### src/rtl/video_awb_mul_arbiter.sv
// ---------------------------------------------------------------------------
// video_awb_mul_arbiter
//
// Shares one DATA_W x DATA_W unsigned gain multiplier between NUM_REQ AWB
// channel requesters (R, G, B by default). A round-robin arbiter grants at
// most one requester per cycle into a two-stage pipeline:
//   stage 1 : operand register (pixel, gain, requester id)
//   stage 2 : multiply, round, rescale from Q(DATA_W-FRAC_BITS).FRAC_BITS,
//             saturate to DATA_W bits, register the tagged result
//
// Ports
//   ap_clk      clock
//   ap_rst_n    asynchronous active-low reset (deassertion synchronised)
//   req_valid   per-requester operand valid
//   req_ready   per-requester accept, one-hot grant (combinational)
//   req_pix     packed pixel operands, requester i at [i*DATA_W +: DATA_W]
//   req_gain    packed gain operands, same packing as req_pix
//   res_valid   result valid
//   res_ready   downstream accept
//   res_id      requester that produced the result
//   res_data    rounded, rescaled, saturated result
//   res_sat     result was clamped to the maximum code
//   busy        either pipeline stage holds an item
//
// Optional feature (macro VIDEO_AWB_MUL_ARB_STATS_EN)
//   stat_clr    synchronous clear of all grant counters
//   stat_cnt    NUM_REQ packed 16-bit saturating grant counters
// ---------------------------------------------------------------------------
module video_awb_mul_arbiter #(
  parameter int NUM_REQ   = 3,
  parameter int DATA_W    = 12,
  parameter int FRAC_BITS = 8
) (
  input  logic                        ap_clk,
  input  logic                        ap_rst_n,
  input  logic [NUM_REQ-1:0]          req_valid,
  output logic [NUM_REQ-1:0]          req_ready,
  input  logic [NUM_REQ*DATA_W-1:0]   req_pix,
  input  logic [NUM_REQ*DATA_W-1:0]   req_gain,
  output logic                        res_valid,
  input  logic                        res_ready,
  output logic [1:0]                  res_id,
  output logic [DATA_W-1:0]           res_data,
  output logic                        res_sat,
`ifdef VIDEO_AWB_MUL_ARB_STATS_EN
  input  logic                        stat_clr,
  output logic [NUM_REQ*16-1:0]       stat_cnt,
`endif
  output logic                        busy
);

  localparam int PW     = 2 * DATA_W;
  localparam int RND_SH = (FRAC_BITS > 0) ? FRAC_BITS - 1 : 0;
  // Half an LSB of the rescaled result, added before the shift to round.
  localparam logic [PW:0] RND_C = (FRAC_BITS > 0) ? ((PW+1)'(1) << RND_SH) : '0;
  localparam logic [DATA_W-1:0] SAT_MAX = '1;
  localparam logic [1:0] LAST_ID = 2'(NUM_REQ - 1);

  // Reset synchroniser: reset asserts asynchronously everywhere, but the
  // arbiter only starts granting two clean edges after ap_rst_n rises.
  logic [1:0] rst_sync_q, rst_sync_d;
  logic       run;

  // Pipeline and arbitration state.
  logic              s1_valid_q, s1_valid_d;
  logic [DATA_W-1:0] s1_pix_q, s1_pix_d;
  logic [DATA_W-1:0] s1_gain_q, s1_gain_d;
  logic [1:0]        s1_id_q, s1_id_d;
  logic              res_valid_q, res_valid_d;
  logic [DATA_W-1:0] res_data_q, res_data_d;
  logic              res_sat_q, res_sat_d;
  logic [1:0]        res_id_q, res_id_d;
  logic [1:0]        rr_ptr_q, rr_ptr_d;

  // Flow control and arbitration results.
  logic               s2_adv, s1_adv, can_accept;
  logic [NUM_REQ-1:0] grant;
  logic [1:0]         grant_id;
  logic               grant_any;
  int                 arb_dist, arb_best;

  // Datapath intermediates.
  logic [PW-1:0]     prod;
  logic [PW:0]       rnd;
  logic [PW:0]       sh;
  logic              sat_hit;
  logic [DATA_W-1:0] mul_data;

  assign rst_sync_d = {rst_sync_q[0], 1'b1};
  assign run        = rst_sync_q[1];

  // The output register can take a new item when empty or being drained;
  // stage 1 can take a new operand when empty or moving forward.
  assign s2_adv     = !res_valid_q || res_ready;
  assign s1_adv     = s1_valid_q && s2_adv;
  assign can_accept = run && (!s1_valid_q || s2_adv);

  // Round-robin search: the valid requester at the smallest distance
  // above rr_ptr (modulo NUM_REQ) wins.
  always_comb begin
    arb_dist = 0;
    arb_best = NUM_REQ;
    grant_id = '0;
    for (int i = 0; i < NUM_REQ; i++) begin
      if (req_valid[i]) begin
        arb_dist = i - int'(rr_ptr_q);
        if (arb_dist < 0) arb_dist = arb_dist + NUM_REQ;
        if (arb_dist < arb_best) begin
          arb_best = arb_dist;
          grant_id = 2'(i);
        end
      end
    end
    grant_any = can_accept && (arb_best < NUM_REQ);
    grant     = grant_any ? (NUM_REQ'(1) << grant_id) : '0;
  end

  assign req_ready = grant;

  // Pointer moves just past the winner so it becomes lowest priority.
  always_comb begin
    rr_ptr_d = rr_ptr_q;
    if (grant_any) begin
      rr_ptr_d = (grant_id == LAST_ID) ? 2'd0 : grant_id + 2'd1;
    end
  end

  // Stage 1 loads the granted operands; otherwise it empties when its
  // item moves into the output register.
  always_comb begin
    s1_valid_d = s1_valid_q;
    s1_pix_d   = s1_pix_q;
    s1_gain_d  = s1_gain_q;
    s1_id_d    = s1_id_q;
    if (grant_any) begin
      s1_valid_d = 1'b1;
      s1_id_d    = grant_id;
      for (int i = 0; i < NUM_REQ; i++) begin
        if (grant[i]) begin
          s1_pix_d  = req_pix[i*DATA_W +: DATA_W];
          s1_gain_d = req_gain[i*DATA_W +: DATA_W];
        end
      end
    end else if (s1_adv) begin
      s1_valid_d = 1'b0;
    end
  end

  // Multiply, round half up, drop the fractional bits and clamp.
  // The extra top bit of rnd keeps the rounding add from overflowing.
  always_comb begin
    prod     = PW'(s1_pix_q) * PW'(s1_gain_q);
    rnd      = {1'b0, prod} + RND_C;
    sh       = rnd >> FRAC_BITS;
    sat_hit  = |sh[PW:DATA_W];
    mul_data = sat_hit ? SAT_MAX : sh[DATA_W-1:0];
  end

  // Output register: loads when stage 1 advances, otherwise drops valid
  // once accepted. Data fields keep their last value when idle.
  always_comb begin
    res_valid_d = res_valid_q;
    res_data_d  = res_data_q;
    res_sat_d   = res_sat_q;
    res_id_d    = res_id_q;
    if (s1_adv) begin
      res_valid_d = 1'b1;
      res_data_d  = mul_data;
      res_sat_d   = sat_hit;
      res_id_d    = s1_id_q;
    end else if (res_ready) begin
      res_valid_d = 1'b0;
    end
  end

  // All control and data state, cleared asynchronously.
  always_ff @(posedge ap_clk or negedge ap_rst_n) begin
    if (!ap_rst_n) begin
      rst_sync_q  <= '0;
      s1_valid_q  <= 1'b0;
      s1_pix_q    <= '0;
      s1_gain_q   <= '0;
      s1_id_q     <= '0;
      res_valid_q <= 1'b0;
      res_data_q  <= '0;
      res_sat_q   <= 1'b0;
      res_id_q    <= '0;
      rr_ptr_q    <= '0;
    end else begin
      rst_sync_q  <= rst_sync_d;
      s1_valid_q  <= s1_valid_d;
      s1_pix_q    <= s1_pix_d;
      s1_gain_q   <= s1_gain_d;
      s1_id_q     <= s1_id_d;
      res_valid_q <= res_valid_d;
      res_data_q  <= res_data_d;
      res_sat_q   <= res_sat_d;
      res_id_q    <= res_id_d;
      rr_ptr_q    <= rr_ptr_d;
    end
  end

  assign res_valid = res_valid_q;
  assign res_data  = res_data_q;
  assign res_sat   = res_sat_q;
  assign res_id    = res_id_q;
  assign busy      = s1_valid_q || res_valid_q;

`ifdef VIDEO_AWB_MUL_ARB_STATS_EN
  logic [15:0] stat_q [NUM_REQ];
  logic [15:0] stat_d [NUM_REQ];

  // Per-requester grant counters; clear wins over increment and the
  // count sticks at 0xFFFF instead of wrapping.
  always_comb begin
    stat_d = stat_q;
    for (int i = 0; i < NUM_REQ; i++) begin
      if (stat_clr) begin
        stat_d[i] = '0;
      end else if (grant[i] && (stat_q[i] != 16'hFFFF)) begin
        stat_d[i] = stat_q[i] + 16'd1;
      end
    end
  end

  always_ff @(posedge ap_clk or negedge ap_rst_n) begin
    if (!ap_rst_n) begin
      for (int i = 0; i < NUM_REQ; i++) stat_q[i] <= '0;
    end else begin
      stat_q <= stat_d;
    end
  end

  always_comb begin
    stat_cnt = '0;
    for (int i = 0; i < NUM_REQ; i++) stat_cnt[i*16 +: 16] = stat_q[i];
  end
`endif

endmodule

### config.mk
export PLATFORM = sky130hd
export DESIGN_NAME = video_awb_mul_arbiter
export DESIGN_NICKNAME = d
export VERILOG_FILES = /design/src/rtl/video_awb_mul_arbiter.sv
export SDC_FILE = /design/constraint.sdc
export NUM_CORES = 1
export LEC_CHECK = 0
export ABC_AREA = 1
export BUFFER_PORTS_ARGS = -buffer_cell sky130_fd_sc_hd__buf_2
export CORE_MARGIN = 2
export CORE_UTILIZATION = 50
export DETAILED_ROUTE_END_ITERATION = 10
export PLACE_DENSITY = 0.69
export SETUP_SLACK_MARGIN = 0.1
export SYNTH_ARGS = -nofsm -noshare
export SYNTH_HDL_FRONTEND = slang
export SYNTH_SLANG_ARGS = --single-unit
### constraint.sdc
create_clock -name ap_clk -period 5.4 [get_ports ap_clk]
set_input_delay 1.62 -clock ap_clk [delete_from_list [all_inputs] [get_ports ap_clk]]
set_output_delay 1.62 -clock ap_clk [all_outputs]
set_load 0.01 [all_outputs]
==> impl_metrics.yaml <==
grt:
  antenna_found_initial: 0
  grt_pass1_wl_um: 29700
  overflow: 0
  grt_max_degree: 48
  grt_pass1_vias: 6393
  grt_usage_pct: 22.5
cts:
  cts_buffer_depth: 2
  clock-sinks: 47
  cts_tree: "built"
  clk_pin_slew_worst_paths_ns: 0.07
  root_buffer: "clkbuf_16"
  hold_buffers: 0
  cts_buffers: 5
  h-tree-depth: 2
  insertion_delay_ns: 0.31
final_layout:
  drive_above_1_share_pct: 24.8
  multi_input_area_sq_um: 5550
  mostFrequentLayoutCell: "inv_1"
  stdcell_area_sq_um: 9350
  diodes: 0
  seqCellArea_sq_um: 1200
  nFillCells: 1286
  area_growth_pct: 23.0
  nNetsFinal: 1411
  layout_common_cells: "inv_1 (248), nand2_1 (239), fa_1 (98)"
sta:
  fin_crit_sh_pct: 99.6
  worstMarginPinSlew_ns: 0.640
  rsz0062_at_grt: "true"
  final_max_slew_viol_count: 0
  layout_min_cycle_time_ns: 5.38
  setup_viol: 0
  clock-skew-final_ns: 0.0125
  max_clock_freq_mhz: 186
  max-slew-margin-rel_pct: 57.3
  finalHoldViolations: 0
synthesis:
  synth-seq-cells: 47
  synth_mux_area_share_pct: 0.148
  ys_seq_area_share_pct: 15.5
  synth_cells: 991
  ys_types: 40
  synth_ff_type: "dfrtp_1"
  synth_warnings: 0
  synthXorXnorAreaFrac_pct: 1.84
  synth_top_family_by_area: "adder cells"
  synth_edf_count: 0
  async_flop_share_pct: 100
  synth-simple-area-share_pct: 18.8
  netlist_area_sq_um: 7600
  synth.avg_cell_area_sq_um: 7.67
  synth_compound_area_share_pct: 8.12
  synth_adder_area_share_pct: 40.3
die:
  num_rows: 45
  core_sq_um: 15000
  ioPinCount: 98
  start_util_pct: 50.5
  die_height_um: 127
  dieArea_sq_um: 16200
  die_w_um: 127
worst_setup_path:
  worstSetupStartpointType: "input pin"
  r2r-start: "s1_pix_q[5]"
  worstPathRequired_ns: 3.78
  end_kind: "output pin"
  reg2reg_slack_ns: 0.10
  worst_r2r_endpoint: "res_data[5]"
  rr_worst_depth: 21
  crit_type: "input pin to output pin"
  crit_fanout: 5
  cp_data_arrival_time_ns: 3.76
hold_path:
  min_to: "rst_sync_q[1]"
  hold_depth: 0
  worstHoldStart: "rst_sync_q[0]"
  worstHoldPathType: "flop to flop"
detailed_routing:
  drc: 0
  first_iter_violations: 446
  dr.pass1.iters: 5
  post_drt_wl_per_cell_um: 13.8
  vias: 6691
  postRouteAntennaNets: 0
  viasPerCell: 5.00
  wirelength_um: 18500
outcome:
  status: "complete, no violations"
placement:
  hpwl_um: 14700
  port_buffers: 97
  gp_congestion: 0.866
  place_area_sq_um: 8540
run:
  drv_cap: 0
[through the flow]
stage | setup slack (ns) | hold WS, ns | util, % | cells | setup TNS (ns)
after floorplan | 0.100 | 0.331 | - | 992 | 0
after global placement | -0.0528 | 0.333 | 56.8 | 1290 | -0.0996
after detailed placement | -0.101 | 0.337 | 56.8 | 1290 | -0.198
after CTS | 0.0334 | 0.353 | 58.4 | 1302 | 0
after global routing | -0.110 | 0.368 | 62.2 | 1338 | -1.51
final | 0.0221 | 0.352 | 62.2 | 1338 | 0
[worst max-delay path, cell delays in order]
cell and delay (ns):
buf_6 0.10, inv_4 0.05, nor2_2 0.03, ha_1 0.27, nand2_1 0.06, nand2_2 0.07
nand2_2 0.07, nand2_4 0.11, o21ai_4 0.08, o21ai_4 0.06, inv_1 0.05, ha_1 0.27
nand2_1 0.07, nand2_1 0.04, nand2_1 0.05, nand2_1 0.05, nand2_2 0.07, nand2_2 0.06
nand2_2 0.07, nand3_4 0.12, buf_6 0.15, nand3_4 0.05, inv_2 0.06, buf_6 0.12
[synthesized netlist by cell type (all sizes together) (2+ instances only)]
library cell,count,area share [%]
xnor2,7,0.81
o22a,9,1.0
dfrtp,47,15
xor2,9,1.0
o21bai,4,0.40
o211ai,12,1.2
fa,101,27
o22ai,3,0.25
nand3,23,1.9
a21oi,52,3.4
buf,12,1.1
o21ai,23,1.6
ha,83,14
a31oi,2,0.16
inv,258,13
clkbuf,27,1.3
nor2,35,2.0
nand2,255,13
nand4,16,1.3
nor3,5,0.33
[cell families after synthesis]
| group | Yosys count |
|---|---|
| buffers and inverters | 298 |
| adder cells (fa/ha/maj) | 184 |
| AND/OR/NAND/NOR | 338 |
| flip-flops | 47 |
| multiplexers | 1 |
| AO/OA/AOI/OAI | 106 |
| XOR/XNOR | 16 |
| other | 1 |
[flip-flops by register name (all words and copies together) (netlist names)]
signal	flops
rst_sync_q	2
res_id	2
s1_valid_q	1
res_valid	1
s1_gain_q	12
s1_id_q	2
s1_pix_q	12
res_sat	1
res_data	12
rr_ptr_q	2
[final cells by class]
cell class / instances / share of cell area [%]
multi-input combinational: 647 / 59.4
tap: 188 / 2.52
sequential: 47 / 12.8
clock inverter: 2 / 0.174
timing repair buffer: 189 / 13.3
clock buffer: 6 / 1.38
inverter: 259 / 10.5
[layer usage]
layer | routed length (um) | track usage [%]
met1 | 8460 | 32.0
met2 | 8550 | 37.2
met3 | 1060 | 3.06
met4 | 379 | 4.85
met5 | 0 | 0
[repair_timing]
action / in CTS / in global routing
pin swaps: 7 / 38
resized for setup: 22 / 75
hold endpoints to repair: 0 / 0
buffers inserted: 4 / 35
setup endpoints to repair: 16 / 16
cloned: 0 / 1
[worst max path at each step]
stage,startpoint,end,slack (ns),cells past startpoint
2_1_floorplan,s1_pix_q[4],res_data[10],0.10,22
3_3_place_gp,req_valid[0],req_ready[2],-0.05,23
3_5_place_dp,req_valid[0],req_ready[2],-0.10,22
4_1_cts,req_valid[0],req_ready[0],0.03,24
5_1_grt,s1_gain_q[8],res_data[8],-0.11,24
6_report,req_valid[0],req_ready[2],0.02,24
Power is not shown: default switching activity piles up to over one toggle a cycle in this logic, so the estimate is an artifact.
